### src/rtl/ir_beacon_detect.sv
// IR goal-beacon front end: synchronises the IR pin, measures rising-edge periods
// and confirms 1 kHz / 10 kHz beacons. Define IR_HYST_EN to hold flags through misses.
module ir_beacon_detect #(
  parameter int unsigned P1K_MIN  = 90_000,
  parameter int unsigned P1K_MAX  = 110_000,
  parameter int unsigned P10K_MIN = 9_000,
  parameter int unsigned P10K_MAX = 11_000,
  parameter int unsigned CONFIRM  = 4,
  parameter int unsigned TIMEOUT  = 250_000
) (
  input  logic        clk,
  input  logic        rst_n,
  input  logic        Enable,
  input  logic        IR_In,
  output logic        IR_1k,
  output logic        IR_10k,
  output logic [17:0] Period,
  output logic        Period_Valid
);

  typedef enum logic [1:0] {ST_DISABLED, ST_ARM, ST_MEASURE} state_t;
  typedef enum logic [1:0] {CL_NONE, CL_1K, CL_10K} class_t;

  localparam logic [17:0] CNT_MAX = '1;
  localparam logic [17:0] TO_CNT  = 18'(TIMEOUT);
  localparam logic [3:0]  CONF    = 4'(CONFIRM);

  logic [2:0]  sync_q;
  logic        edge_q;
  state_t      state_q, state_d;
  logic [17:0] cnt_q, cnt_d;
  logic [17:0] period_q, period_d;
  logic        valid_q, valid_d;
  class_t      class_q, class_d;
  logic [3:0]  match_q, match_d;
  logic [17:0] cnt_inc;
  class_t      cls;
`ifdef IR_HYST_EN
  class_t      held_q, held_d;
  logic [3:0]  miss_q, miss_d;
  class_t      hit;
`endif

  function automatic class_t classify(input logic [17:0] p);
    if (p >= 18'(P1K_MIN) && p <= 18'(P1K_MAX))
      return CL_1K;
    else if (p >= 18'(P10K_MIN) && p <= 18'(P10K_MAX))
      return CL_10K;
    else
      return CL_NONE;
  endfunction

  // sync_q[1] is the metastability-safe sample; sync_q[2] is its delayed copy for edge detection.
  // NOTE: sequential state uses non-blocking assignments so every register samples pre-edge values.
  always_ff @(posedge clk or negedge rst_n) begin
    if (!rst_n) begin
      sync_q <= '0;
      edge_q <= 1'b0;
    end else begin
      sync_q <= {sync_q[1:0], IR_In};
      edge_q <= sync_q[1] & ~sync_q[2];
    end
  end

  always_comb begin
    // NOTE: every variable gets a default first so no path leaves a latch behind.
    state_d  = state_q;
    cnt_d    = cnt_q;
    period_d = period_q;
    valid_d  = 1'b0;
    class_d  = class_q;
    match_d  = match_q;
    cnt_inc  = (cnt_q == CNT_MAX) ? cnt_q : cnt_q + 18'd1;
    cls      = classify(cnt_q);
`ifdef IR_HYST_EN
    held_d   = held_q;
    miss_d   = miss_q;
    hit      = CL_NONE;
`endif
    unique case (state_q)
      ST_DISABLED: begin
        cnt_d   = '0;
        class_d = CL_NONE;
        match_d = '0;
        if (Enable) state_d = ST_ARM;
      end
      ST_ARM: begin
        cnt_d = cnt_inc;
        if (edge_q) begin
          cnt_d   = 18'd1;
          state_d = ST_MEASURE;
        end else if (cnt_q >= TO_CNT) begin
          cnt_d = 18'd1;
        end
      end
      ST_MEASURE: begin
        cnt_d = cnt_inc;
        if (edge_q) begin
          // Restarting at 1 counts the capture cycle, so Period equals the edge spacing.
          period_d = cnt_q;
          valid_d  = 1'b1;
          cnt_d    = 18'd1;
          if (cls == CL_NONE) begin
            class_d = CL_NONE;
            match_d = '0;
          end else if (cls == class_q) begin
            match_d = (match_q == CONF) ? CONF : match_q + 4'd1;
          end else begin
            class_d = cls;
            match_d = 4'd1;
          end
`ifdef IR_HYST_EN
          hit = (match_d == CONF) ? class_d : CL_NONE;
          if (hit != CL_NONE && hit != held_q) begin
            held_d = hit;
            miss_d = '0;
          end else if (held_q != CL_NONE) begin
            if (cls == held_q) begin
              miss_d = '0;
            end else if (miss_q + 4'd1 == CONF) begin
              held_d = CL_NONE;
              miss_d = '0;
            end else begin
              miss_d = miss_q + 4'd1;
            end
          end
`endif
        end else if (cnt_q >= TO_CNT) begin
          class_d = CL_NONE;
          match_d = '0;
          cnt_d   = 18'd1;
          state_d = ST_ARM;
`ifdef IR_HYST_EN
          held_d  = CL_NONE;
          miss_d  = '0;
`endif
        end
      end
      default: state_d = ST_DISABLED;
    endcase
    // Disable overrides everything, including a coincident edge.
    if (!Enable) begin
      state_d  = ST_DISABLED;
      cnt_d    = '0;
      period_d = period_q;
      valid_d  = 1'b0;
      class_d  = CL_NONE;
      match_d  = '0;
`ifdef IR_HYST_EN
      held_d   = CL_NONE;
      miss_d   = '0;
`endif
    end
  end

  always_ff @(posedge clk or negedge rst_n) begin
    if (!rst_n) begin
      state_q  <= ST_DISABLED;
      cnt_q    <= '0;
      period_q <= '0;
      valid_q  <= 1'b0;
      class_q  <= CL_NONE;
      match_q  <= '0;
`ifdef IR_HYST_EN
      held_q   <= CL_NONE;
      miss_q   <= '0;
`endif
    end else begin
      state_q  <= state_d;
      cnt_q    <= cnt_d;
      period_q <= period_d;
      valid_q  <= valid_d;
      class_q  <= class_d;
      match_q  <= match_d;
`ifdef IR_HYST_EN
      held_q   <= held_d;
      miss_q   <= miss_d;
`endif
    end
  end

`ifdef IR_HYST_EN
  assign IR_1k  = (held_q == CL_1K);
  assign IR_10k = (held_q == CL_10K);
`else
  assign IR_1k  = (class_q == CL_1K)  && (match_q == CONF);
  assign IR_10k = (class_q == CL_10K) && (match_q == CONF);
`endif
  assign Period       = period_q;
  assign Period_Valid = valid_q;

endmodule

### config.mk
export PLATFORM = sky130hd
export DESIGN_NAME = ir_beacon_detect
export DESIGN_NICKNAME = d
export VERILOG_FILES = /design/src/rtl/ir_beacon_detect.sv
export SDC_FILE = /design/constraint.sdc
export NUM_CORES = 1
export LEC_CHECK = 0
export CAP_MARGIN = 20
export CORE_MARGIN = 2
export CORE_UTILIZATION = 57
export DETAILED_ROUTE_END_ITERATION = 7
export HOLD_SLACK_MARGIN = 0.03
export PLACE_DENSITY_LB_ADDON = 0.25
export SLEW_MARGIN = 20
export SYNTH_ARGS = -nofsm -noshare
export SYNTH_HDL_FRONTEND = slang
export SYNTH_SLANG_ARGS = --single-unit
### constraint.sdc
create_clock -name clk -period 2.8 [get_ports clk]
set_input_delay 0.28 -clock clk [delete_from_list [all_inputs] [get_ports clk]]
set_output_delay 0.28 -clock clk [all_outputs]
set_load 0.005 [all_outputs]
==> results of run 1 <==
==> worst max-delay path by stage <==
stage / from / end / slack, ns / cells past startpoint
6_report: state_q[0] / cnt_q[15] / 0.43 / 8
5_1_grt: state_q[0] / cnt_q[15] / 0.22 / 8
4_1_cts: state_q[0] / cnt_q[15] / 0.46 / 8
3_5_place_dp: Enable / cnt_q[15] / 0.43 / 7
3_3_place_gp: Enable / cnt_q[15] / 0.47 / 7
2_1_floorplan: state_q[0] / cnt_q[16] / 0.82 / 8
==> cell type report <==
| cell class | instances | area share |
|---|---|---|
| Clock buffer | 7 | 0.0294 |
| Inverter | 19 | 0.0243 |
| Multi-Input combinational cell | 205 | 0.420 |
| Sequential cell | 49 | 0.418 |
| Tap cell | 52 | 0.0222 |
| Timing Repair Buffer | 26 | 0.0862 |
==> state kept, by name, summed over array words and instances (netlist names) <==
| signal | flops |
|---|---|
| class_q | 2 |
| edge_q | 1 |
| Period | 18 |
| match_q | 4 |
| state_q | 2 |
| cnt_q | 18 |
| sync_q | 3 |
| Period_Valid | 1 |
==> critical path, cell delays in order (launching register included) <==
cell,delay [ns]
dfrtp_1,0.42
inv_1,0.09
ha_1,0.37
nor3b_1,0.68
nor4b_1,0.15
and4_1,0.27
o21ai_0,0.14
nand2_1,0.07
o21ai_1,0.09
==> stage by stage <==
stage	power [mW]	util	area [um^2]	hold slack, ns	cells
after CTS	1.54	0.668	2930	0.214	358
after global routing	1.61	0.669	2930	0.0394	358
after floorplan	1.04	-	2630	-0.0156	293
after detailed placement	1.12	0.648	2840	0.337	351
final	1.53	0.669	2930	-0.0229	358
after global placement	1.11	0.648	2840	0.333	351
==> report_power, final <==
part | switching [mW] | total [mW] | leakage (nW) | internal (mW)
sequential | 0.0297 | 0.766 | 0.674 | 0.736
combinational | 0.215 | 0.344 | 0.536 | 0.129
clock | 0.220 | 0.416 | 0.0443 | 0.196
==> per-layer routing <==
layer | GRT usage | routed length [um]
met3 | 0.0380 | 275
met4 | 0.0964 | 108
met5 | 0 | 0
met2 | 0.381 | 2560
met1 | 0.327 | 2500
==> cells in the mapped netlist, drive strengths merged (6+ instances only) <==
cell type,instances
nand4,6
ha,8
xnor2,6
nand3,15
nor2,18
clkbuf,11
nand2,60
dfrtp,49
inv,19
buf,9
o21ai,22
==> logic make-up (layout without fill, tap and decap cells) <==
family | count (synthesis) | count (layout) | synth area share
AOI/OAI and AO/OA | 58 | 58 | 0.158
xor gates and xnor gates | 9 | 9 | 0.0300
buffers and inverters | 39 | 52 | 0.0648
DFF | 49 | 49 | 0.467
and+or+nand+nor | 129 | 129 | 0.238
muxes | 1 | 1 | 0.00429
adders and majority gates | 8 | 8 | 0.0381
==> run summary, run 1 <==
Clk_skew: 0.00756 ns
Post-CTS Setup Bufs: 0
Slew @ Worst Pin: 0.768 ns
Status: complete, but fails checks
Vias per cell: 5.87
Routed vias: 2,101
Layout cells sized above 1: 0.0556
Post-CTS Hold Buffers: 0
Die Y-Extent: 71.9 um
All-Layer GR Usage: 0.239
Reg2reg start: state_q[0]
Shortest period the worst path allows: 2.37 ns
Reg2Reg Depth: 8
Yosys cell types: 50
Synth Net Count: 305
Pre-Repair DR Iteration Count: 4
Hold_ws: -0.0229 ns
Routability cong.: 0.884
FF-to-FF setup slack: 0.43 ns
Area Growth Syn to Fin: 11.6%
Failing checks: negative hold slack
Pwr Density: 520 nW/um^2
Top cells by area, synth: dfrtp_1 47%, nand2_1 8.6%, ha_1 3.8%
CTS tree: done
Pre-CTS WS: 0.426 ns
Ys flop type: dfrtp_1
Die ar.: 5170 um^2
Max Slew Vio Count: 0
RSZ-0062 raised after global routing: no
Worst setup SP type: flop
Leakage: 1.25 nW
Flops & latches, synth: 49
Max-Slew Margin vs Limit: 0.487
Final nets: 318
Mapped Area: 2630 um^2
Max-cap violations: 0
CP max FO: 7
Clock latency at the later pin of the worst-skew pair: 0.30 ns
Post-synth EDFFs: 0
Most frequent cells in the layout: 60 x nand2_1, 49 x dfrtp_1, 23 x clkdlybuf4s50_1
Remaining DRCs: 0
Synth warnings: 0
Die width: 71.9 um
Seq/Total Area, Yosys: 0.467
Cell row count: 24
Gr ovfl total: 0
Routed WL: 5440 um
Multi-input gate area: 1230 um^2
Setup violations, final: 0
Initial antenna violation count: 0
Final Hold Fails: 27
Post-synth ARST share: 1.00
Per-cell routed wire length: 15.2 um
Syn Area/Cell: 8.96 um^2
Worst Path Arrival: 2.59 ns
Core Area: 4380 um^2
Vias in the first global route: 2,029
Starting DRC count in detailed routing: 170
Initial Util: 0.599
Worst path required time: 3.03 ns
PnR worst setup slack: 0.432 ns
# resized after CTS: 0
Max clock buf depth: 2
Dpl hpwl: 3820 um
Fmax: 0.422 GHz
Largest net degree at the start of global routing: 50
Critical path class: reg2reg
Post-synth top area share: 0.467
Clock transition at path regs: 0.08 ns
Synth area leader: dfrtp_1
Reg-to-reg endpoint: cnt_q[15]
Setup crit end kind: flop
CTS buffer count: 5
DRT antenna net count: 0
Root buffer cell: clkbuf_8
Period utilization: 0.846
Fillers: 385
Setup TNS: 0 ns
Peak VDD IR: 0.336 mV
FF/Latch Area: 1230 um^2
H-tree levels: 2
Clock sink count: 49
I/O Buffers: 24
Post-synthesis cell count: 293
Worst Hold Class: in2async
ANT cells: 0
Most common cell after layout, fill and taps aside: nand2_1
First-pass GRT wire length: 9690 um
Number of I/O pins: 25
No activity file was read; power rests on OpenSTA's default activity.
==> run 2: changes to the inputs <==
--- a/config.mk
+++ b/config.mk
@@ -7,7 +7,7 @@
 export LEC_CHECK = 0
 export CAP_MARGIN = 20
 export CORE_MARGIN = 2
-export CORE_UTILIZATION = 57
+export CORE_UTILIZATION = 51
 export DETAILED_ROUTE_END_ITERATION = 7
 export HOLD_SLACK_MARGIN = 0.03
 export PLACE_DENSITY_LB_ADDON = 0.25
==> constraint.sdc (replaced) <==
create_clock -name clk -period 1.9 [get_ports clk]
set_input_delay 0.19 -clock clk [delete_from_list [all_inputs] [get_ports clk]]
set_output_delay 0.19 -clock clk [all_outputs]
set_load 0.005 [all_outputs]
==> run 2 against run 1 <==
The run ends with negative setup slack left. Die area rose by 11%. Utilization up 8.8 points. Clock skew is 0.0013 ns higher. Sequential share of layout area is 9.6 points lower. Critical path type unchanged.
==> run summary, run 2 (synthesized netlist as in run 1, its figures left out) <==
Status: complete, but fails checks
Failing checks: negative setup slack
Worst Setup SP: cnt_q[9]
CTS buffer count: 5 (unchanged)
Max-cap violations: 0 (unchanged)
All-Layer GR Usage: 0.261 (+0.0228)
Setup violations, final: 14 (+14)
Peak VDD IR: 0.550 mV (+64%)
Routed WL: 7590 um (+39%)
Pre-Repair DR Iteration Count: 6 (+2)
Clk_skew: 0.00884 ns (+0.00128 ns)
Routability cong.: 0.879 (-0.60%)
CP max-delay cell: or4_4
Most common cell after layout, fill and taps aside: buf_4
Worst setup SP type: flop
Per-cell routed wire length: 17.1 um (+12%)
Core Area: 5040 um^2 (+15%)
Number of I/O pins: 25 (unchanged)
Max Slew Vio Count: 0 (unchanged)
Slowest stage delay, CP: 0.57 ns (-0.11 ns)
Reg2reg start: cnt_q[9]
I/O Buffers: 24 (unchanged)
Worst Path Arrival: 2.26 ns (-0.33 ns)
Clock latency at the later pin of the worst-skew pair: 0.31 ns (about the same)
Clock sink count: 49 (unchanged)
Dpl hpwl: 4710 um (+23%)
Vias in the first global route: 2,354 (+16%)
CP max FO: 4 (-3)
Max clock buf depth: 2 (unchanged)
Layout cells sized above 1: 0.348 (+0.292)
Slew @ Worst Pin: 0.467 ns (-0.302 ns)
Die width: 75.8 um (+5.4%)
Remaining DRCs: 0 (unchanged)
Die Y-Extent: 75.8 um (+5.4%)
Multi-input gate area: 1530 um^2 (+25%)
Max-Slew Margin vs Limit: 0.688 (+0.202)
First-pass GRT wire length: 11,200 um (+15%)
Worst path required time: 2.14 ns (-0.89 ns)
Setup crit end kind: flop
Vias per cell: 5.69 (-3.1%)
Fmax: 0.496 GHz (+17%)
Fillers: 354 (-8.1%)
Leakage: 1.71 nW (+36%)
Period utilization: 1.06 (+0.216)
Shortest period the worst path allows: 2.02 ns (-0.350 ns)
Initial antenna violation count: 0 (unchanged)
CTS tree: done
Starting DRC count in detailed routing: 183 (+7.6%)
Final Hold Fails: 0 (-100%)
FF-to-FF setup slack: -0.12 ns (-0.55 ns)
Largest net degree at the start of global routing: 25 (-50%)
Final nets: 385 (+21%)
FF/Latch Area: 1230 um^2 (+0.31%)
Cell row count: 26 (+8.3%)
Initial Util: 0.521 (-0.0782)
Most frequent cells in the layout: 61 x buf_4, 59 x nand2_1, 46 x dfrtp_1
Pwr Density: 765 nW/um^2 (+47%)
Critical path class: reg2reg
Worst Hold Class: in2async
Routed vias: 2,526 (+20%)
CP Cell Sequence: or4_4 > o211ai_4 > buf_4 > nand4_4 > nor4_4 > a21o_1
ANT cells: 0 (unchanged)
Gr ovfl total: 0 (unchanged)
Pre-CTS WS: -0.119 ns (-0.545 ns)
Area Growth Syn to Fin: 45.3%
PnR worst setup slack: -0.118 ns (-0.550 ns)
RSZ-0062 raised after global routing: yes
Die ar.: 5740 um^2 (+11%)
DRT antenna net count: 0 (unchanged)
Post-layout power: 2.92 mW (+91%)
Root buffer cell: clkbuf_8
H-tree levels: 2 (unchanged)
Clock transition at path regs: 0.09 ns (about the same)
==> run 2: changes by cell type in the layout (fill, tap and decap cells not counted), sizes merged, moves of 2 or more <==
| cell | change |
|---|---|
| buf | +64 |
| bufinv | +2 |
| clkbuf | -2 |
| clkdlybuf4s50 | -2 |
==> run 2: final timing paths <==
| check | cells after the start | endpoint |
|---|---|---|
| setup / recovery | 6 | cnt_q[14] |
| hold / removal | 2 | Period[10] |
| setup reg to reg | 6 | cnt_q[14] |
| hold reg to reg | 0 | sync_q[1] |
| max in group asynchronous | 3 | cnt_q[7] |
| min in group clk | 1 | sync_q[0] |
==> run 2: layer usage <==
metal / GRT usage / up-vias / wire, um
met4: 0.123 / 0 / 315
met5: 0 / - / 0
met2: 0.425 / 99 / 3780
li1: - / 1176 / -
met3: 0.0463 / 34 / 445
met1: 0.338 / 1217 / 3050
==> run 2: cell type report <==
class	count	share of cell area
flip-flops and latches	49	0.322
multi-input cells	207	0.402
repair buffers	91	0.199
well taps	70	0.0230
inverters	19	0.0187
clock buffers	5	0.0180
clock inverters	3	0.0170
==> run 2: repair_timing <==
item / CTS / global route
pin swaps: 16 / 22
cloned: 2 / 0
endpoints found under the hold margin: 25 / 0
resized for setup: 25 / 48
setup endpoints to repair: 13 / 25
setup buffers: 9 / 4
hold buffers: 1 / 0
==> run 2: worst max-delay path: cells and delay by family, from the launching register on <==
family,cells,cell delay (ns)
flip-flops,1,0.42
buffers and inverters,1,0.17
AO/OA/AOI/OAI,2,0.37
AND/OR/NAND/NOR,3,0.99
==> run 2: where the power goes <==
part / leakage, nW / total (mW) / internal [mW] / switching [mW]
Sequential: 0.669 / 1.11 / 1.08 / 0.0281
Combinational: 0.974 / 0.930 / 0.429 / 0.501
Clock: 0.0681 / 0.876 / 0.523 / 0.353
Total: 1.71 / 2.92 / 2.04 / 0.883
==> run 2: metrics by stage <==
step	instance area, um^2	util	hold slack [ns]	TNS, ns	instances
after floorplan	2640	-	-0.106	0	293
after global placement	3270	0.648	0.0350	-0.145	421
after detailed placement	3270	0.648	0.0387	-0.467	421
after CTS	3580	0.710	0.250	-0.0705	440
after global routing	3820	0.757	0.274	-2.44	444
final	3820	0.757	0.248	-0.863	444
